===== src/rtl/mem_stage_ctrl_if.sv =====
`default_nettype none
// ============================================================================
// Module   : mem_stage_ctrl_if
// Purpose  : Single-outstanding req/ack data-memory bus used by the MEM stage.
// Revision : 1.0 - initial release
// ============================================================================
interface mem_stage_ctrl_if;
    logic        bus_req;
    logic        bus_we;
    logic [31:0] bus_addr;
    logic [31:0] bus_wdata;
    logic        bus_ack;
    logic [31:0] bus_rdata;

    modport master (
        output bus_req,
        output bus_we,
        output bus_addr,
        output bus_wdata,
        input  bus_ack,
        input  bus_rdata
    );

    modport slave (
        input  bus_req,
        input  bus_we,
        input  bus_addr,
        input  bus_wdata,
        output bus_ack,
        output bus_rdata
    );
endinterface
`default_nettype wire


===== src/rtl/mem_stage_ctrl.sv =====
`default_nettype none
// ============================================================================
// Module   : mem_stage_ctrl
// Purpose  : MEM-stage sequencer: one load/store per instruction on a req/ack
//            bus, stalling the pipeline until the access retires or aborts.
// Revision : 1.0 - initial release
// ============================================================================
module mem_stage_ctrl #(
    parameter int TIMEOUT_CYC = 16,
    parameter int CNT_W       = 8
) (
    input  wire logic         clk,
    input  wire logic         rst_n,
    input  wire logic         mem_valid,
    input  wire logic         mem_we,
    input  wire logic [31:0]  mem_addr,
    input  wire logic [31:0]  mem_wdata,
    mem_stage_ctrl_if.master  bus,
    output logic              pipe_stall,
    output logic [31:0]       ld_data,
    output logic              ld_valid,
    output logic              bus_err,
    output logic [31:0]       err_addr
);

    typedef enum logic [1:0] {
        S_IDLE = 2'd0,
        S_REQ  = 2'd1,
        S_DONE = 2'd2
    } state_t;

    localparam logic [CNT_W-1:0] c_TIMEOUT_LAST = CNT_W'(TIMEOUT_CYC - 1);

    state_t            r_state,     w_state_nxt;
    logic [CNT_W-1:0]  r_cnt,       w_cnt_nxt;
    logic              r_bus_req,   w_bus_req_nxt;
    logic              r_bus_we,    w_bus_we_nxt;
    logic [31:0]       r_bus_addr,  w_bus_addr_nxt;
    logic [31:0]       r_bus_wdata, w_bus_wdata_nxt;
    logic [31:0]       r_ld_data,   w_ld_data_nxt;
    logic              r_ld_valid,  w_ld_valid_nxt;
    logic              r_bus_err,   w_bus_err_nxt;
    logic [31:0]       r_err_addr,  w_err_addr_nxt;
    logic              w_stall;

    always_ff @(posedge clk or negedge rst_n) begin
        if (!rst_n) begin
            r_state     <= S_IDLE;
            r_cnt       <= '0;
            r_bus_req   <= 1'b0;
            r_bus_we    <= 1'b0;
            r_bus_addr  <= '0;
            r_bus_wdata <= '0;
            r_ld_data   <= '0;
            r_ld_valid  <= 1'b0;
            r_bus_err   <= 1'b0;
            r_err_addr  <= '0;
        end else begin
            r_state     <= w_state_nxt;
            r_cnt       <= w_cnt_nxt;
            r_bus_req   <= w_bus_req_nxt;
            r_bus_we    <= w_bus_we_nxt;
            r_bus_addr  <= w_bus_addr_nxt;
            r_bus_wdata <= w_bus_wdata_nxt;
            r_ld_data   <= w_ld_data_nxt;
            r_ld_valid  <= w_ld_valid_nxt;
            r_bus_err   <= w_bus_err_nxt;
            r_err_addr  <= w_err_addr_nxt;
        end
    end

    always_comb begin
        w_state_nxt     = r_state;
        w_cnt_nxt       = r_cnt;
        w_bus_req_nxt   = 1'b0;
        w_bus_we_nxt    = r_bus_we;
        w_bus_addr_nxt  = r_bus_addr;
        w_bus_wdata_nxt = r_bus_wdata;
        w_ld_data_nxt   = r_ld_data;
        w_ld_valid_nxt  = 1'b0;
        w_bus_err_nxt   = 1'b0;
        w_err_addr_nxt  = r_err_addr;
        w_stall         = 1'b0;

        case (r_state)
            S_IDLE: begin
                w_stall = mem_valid;
                if (mem_valid) begin
                    if (mem_addr[1:0] == 2'b00) begin
                        w_bus_req_nxt   = 1'b1;
                        w_bus_we_nxt    = mem_we;
                        w_bus_addr_nxt  = {mem_addr[31:2], 2'b00};
                        w_bus_wdata_nxt = mem_wdata;
                        w_cnt_nxt       = '0;
                        w_state_nxt     = S_REQ;
                    end else begin
                        w_bus_err_nxt  = 1'b1;
                        w_err_addr_nxt = mem_addr;
                        w_ld_data_nxt  = '0;
                        w_state_nxt    = S_DONE;
                    end
                end
            end
            S_REQ: begin
                w_stall = 1'b1;
                // ack is tested first so a last-cycle ack still completes normally
                if (bus.bus_ack) begin
                    if (!r_bus_we) begin
                        w_ld_data_nxt  = bus.bus_rdata;
                        w_ld_valid_nxt = 1'b1;
                    end
                    w_state_nxt = S_DONE;
                end else if (r_cnt == c_TIMEOUT_LAST) begin
                    w_bus_err_nxt  = 1'b1;
                    w_err_addr_nxt = r_bus_addr;
                    w_ld_data_nxt  = '0;
                    w_state_nxt    = S_DONE;
                end else begin
                    w_bus_req_nxt = 1'b1;
                    w_cnt_nxt     = r_cnt + CNT_W'(1);
                end
            end
            S_DONE: begin
                // mem_valid here still shows the retiring instruction
                w_state_nxt = S_IDLE;
            end
            default: begin
                w_state_nxt = S_IDLE;
            end
        endcase
    end

    assign pipe_stall    = w_stall & rst_n;
    assign bus.bus_req   = r_bus_req;
    assign bus.bus_we    = r_bus_we;
    assign bus.bus_addr  = r_bus_addr;
    assign bus.bus_wdata = r_bus_wdata;
    assign ld_data       = r_ld_data;
    assign ld_valid      = r_ld_valid;
    assign bus_err       = r_bus_err;
    assign err_addr      = r_err_addr;

endmodule
`default_nettype wire


===== src/flat_wrapper.sv =====
// flat-port wrapper written by rule: the top's interface ports become plain ports
module mem_stage_ctrl_flat 
#(
    parameter int TIMEOUT_CYC = 16,
    parameter int CNT_W       = 8
)
  (clk, rst_n, mem_valid, mem_we, mem_addr, mem_wdata, pipe_stall, ld_data, ld_valid, bus_err, err_addr, bus_bus_req, bus_bus_we, bus_bus_addr, bus_bus_wdata, bus_bus_ack, bus_bus_rdata);
  mem_stage_ctrl_if bus_i ();
  input  wire logic clk;
  input  wire logic rst_n;
  input  wire logic mem_valid;
  input  wire logic mem_we;
  input  wire logic [31:0] mem_addr;
  input  wire logic [31:0] mem_wdata;
  output logic pipe_stall;
  output logic [31:0] ld_data;
  output logic ld_valid;
  output logic bus_err;
  output logic [31:0] err_addr;
  output wire logic [$bits(bus_i.bus_req)-1:0] bus_bus_req;
  output wire logic [$bits(bus_i.bus_we)-1:0] bus_bus_we;
  output wire logic [$bits(bus_i.bus_addr)-1:0] bus_bus_addr;
  output wire logic [$bits(bus_i.bus_wdata)-1:0] bus_bus_wdata;
  input wire logic [$bits(bus_i.bus_ack)-1:0] bus_bus_ack;
  input wire logic [$bits(bus_i.bus_rdata)-1:0] bus_bus_rdata;
  assign bus_bus_req = bus_i.bus_req;
  assign bus_bus_we = bus_i.bus_we;
  assign bus_bus_addr = bus_i.bus_addr;
  assign bus_bus_wdata = bus_i.bus_wdata;
  assign bus_i.bus_ack = bus_bus_ack;
  assign bus_i.bus_rdata = bus_bus_rdata;
  mem_stage_ctrl #(.TIMEOUT_CYC(TIMEOUT_CYC), .CNT_W(CNT_W)) u_core (.clk(clk), .rst_n(rst_n), .mem_valid(mem_valid), .mem_we(mem_we), .mem_addr(mem_addr), .mem_wdata(mem_wdata), .bus(bus_i), .pipe_stall(pipe_stall), .ld_data(ld_data), .ld_valid(ld_valid), .bus_err(bus_err), .err_addr(err_addr));
endmodule

===== config.mk =====
export PLATFORM = sky130hd
export DESIGN_NAME = mem_stage_ctrl_flat
export DESIGN_NICKNAME = d
export VERILOG_FILES = /design/src/rtl/mem_stage_ctrl_if.sv /design/src/rtl/mem_stage_ctrl.sv /design/src/flat_wrapper.sv
export SDC_FILE = /design/constraint.sdc
export NUM_CORES = 1
export LEC_CHECK = 0
export CAP_MARGIN = 40
export CELL_PAD_IN_SITES_DETAIL_PLACEMENT = 1
export CELL_PAD_IN_SITES_GLOBAL_PLACEMENT = 1
export CORE_MARGIN = 3
export CORE_UTILIZATION = 36
export DETAILED_ROUTE_END_ITERATION = 6
export GPL_ROUTABILITY_DRIVEN = 0
export HOLD_SLACK_MARGIN = 0.15
export PLACE_DENSITY = 0.89
export REMOVE_ABC_BUFFERS = 1
export SYNTH_ARGS = -nofsm -noshare
export SYNTH_HDL_FRONTEND = slang
export SYNTH_SLANG_ARGS = --single-unit

===== constraint.sdc =====
create_clock -name clk -period 5.2 [get_ports clk]
set_input_delay 0.52 -clock clk [delete_from_list [all_inputs] [get_ports clk]]
set_output_delay 0.52 -clock clk [all_outputs]
set_load 0.03 [all_outputs]

==> results.toml <==
[run_status]
outcome = "complete, no violations"

[setup_path]
end_kind = "register"
crit_fanout = 41
r2r_end = "u_core.err_addr[11]"
r2r_cells = 6
critPathLaunch = "mem_valid"
reg2reg_slack_ns = 2.62
r2r-start = "u_core.r_cnt[0]"
worstPathArrival_ns = 2.94
crit_type = "primary input to register"
cp-start-kind = "primary input"
crit_required_ns = 5.49

[drt]
ant_nets = 0
wl_um = 16300
vias_per_cell = 4.88
drt_first_pass_iters = 4
vias = 4060
wl_per_cell_um = 19.6
drc = 0
drt_iter0_drc = 146

[yosys]
yosysTopAreaCell = "dfrtp_1"
yosysWarnings = 0
syn_area_um2 = 5670
synth_top_area_share_pct = 61.8
synth_common_cells = "140 x dfrtp_1, 122 x mux2_2, 32 x a22o_1"
syn_avg_cell_area_um2 = 15.1
synth_cells = 375
synthArstFlopShare_pct = 100
synth.most_common_cell = "dfrtp_1"
synth-seq-cells = 140
ys.flop_type = "dfrtp_1"
synth_cell_types = 35
synth_area_leaders = "dfrtp_1 62%, mux2_2 24%, a22o_1 4.9%"
synth-seq-area-share_pct = 61.8
synth-edff-count = 0

[die]
chipHeight_um = 131
fp.dieArea_um2 = 17300
die_w_um = 131
floorplan.rows = 45
core_area_um2 = 15300
io_pins = 234
start_util_pct = 37.0

[sta]
fin_crit_ns = 2.65
maxSlewHeadroom_pct = 47.6
setup_viol = 0
max_freq_mhz = 377
rsz0062_at_grt = "no"
timing.final.ws_setup_ns = 2.55
setup_tns_ns = 0
finalMaxSlewViolations = 0
tightest_slew_ns = 0.786
hold_violations = 0
fin_skew_ns = 0.0127
timing.final.crit_share_pct = 51.0

[hold_path]
hp-class = "primary input to async pin"

[final_layout]
layout-drive-gt1-share_pct = 26.6
antenna_cells = 0
final_nets = 711
final.fill_count = 1515
area_growth_pct = 55.0

[cts]
root_buffer = "clkbuf_16"
hold_buffers = 0
htree_levels = 4
cts_sinks = 140
cts_resized = 0
post_cts_buffers = 0
clk-insertion-delay-late_ns = 0.41
path_clk_slew_ns = 0.06
cts_tree = "done"
cts_buffers = 17
clockBufferDepth = 2

[global_route]
grt_max_degree = 87
overflow = 0
grt_pass1_vias = 4668
grt.total_usage_pct = 19.3
antenna_found_initial = 1
grt_pass1_wl_um = 26500

[flow_run]
cap_violations = 0

[placement]
pre_cts_ws_ns = 2.13
portBuffers = 231
dp_hpwl_um = 11800

[pwr]
ir_drop_mv = 0.210
finalPower_uw = 4310
p_leak_uw = 0.00374
p_per_area_nw_per_um2 = 491
## stage by stage
stage / instances / util, % / hold slack (ns) / area [µm²]
finish: 832 / 57.4 / 0.147 / 8790
global route: 832 / 57.4 / 0.181 / 8790
CTS: 832 / 57.4 / 0.180 / 8790
detailed placement: 801 / 53.6 / 0.481 / 8210
global placement: 798 / 53.3 / 0.485 / 8160
floorplan: 353 / - / 0.224 / 5550
## how the worst max path moves through the flow
stage / endpoint / slack (ns)
global placement: u_core.bus.bus_addr[7] / 2.26
detailed placement: u_core.bus.bus_addr[27] / 2.13
global route: u_core.bus.bus_addr[27] / 2.36
CTS: pipe_stall / 2.50
finish: u_core.bus.bus_addr[17] / 2.55
floorplan: u_core.bus.bus_addr[10] / 2.34
## final cells by class
cell class,instances,area (µm²),area share (%)
Multi-Input combinational cell,209,2040,23.2
Sequential cell,140,3500,39.9
Clock buffer,18,429,4.88
Timing Repair Buffer,237,2390,27.2
Tap cell,211,264,3.00
Clock inverter,13,151,1.72
Inverter,4,15.0,0.171
## power by group
| part | total (µW) | internal, µW | switching, µW |
|---|---|---|---|
| sequential | 1540 | 1360 | 180 |
| clock | 1200 | 746 | 456 |
| combinational | 1570 | 731 | 840 |
| total | 4310 | 2830 | 1480 |
## per-layer routing
metal | GRT usage, % | vias up | wire length (µm)
met3 | 8.08 | 18 | 1240
met5 | 0 | - | 13
met1 | 21.9 | 2055 | 6470
li1 | - | 1827 | -
met2 | 33.6 | 158 | 8410
met4 | 5.08 | 2 | 196
## cells by family after synthesis
logic type,Yosys count,share of synthesized area [%]
AND/OR/NAND/NOR,27,2.80
adder cells (fa/ha/maj),1,0.221
multiplexers,124,24.6
XOR/XNOR,1,0.155
AO/OA/AOI/OAI,54,7.88
other,1,0.0662
flip-flops,140,61.8
buffers and inverters,27,2.43
## registers in the layout, indices dropped and copies added, names as in the netlist
register,cells
u_core.bus.bus_wdata,32
u_core.ld_valid,1
u_core.err_addr,32
u_core.r_state,2
u_core.bus.bus_we,1
u_core.ld_data,32
u_core.bus_err,1
u_core.r_cnt,8
u_core.bus.bus_req,1
u_core.bus.bus_addr,30
## worst max-delay path, stage by stage
cell and delay [ns]:
clkdlybuf4s50_1 0.51, nor3b_1 0.52, nand2_2 0.52, buf_4 0.47
mux2_2 0.36
## layout by cell type (no fill, tap or decap), drive strengths merged, types with 5 or more instances in the layout
master / n
dfrtp: 140
a21oi: 6
a22o: 32
clkinv: 7
mux2: 123
clkdlybuf4s50: 230
nand3: 5
buf: 7
clkbuf: 18
Power figures use the tool's default switching activity.
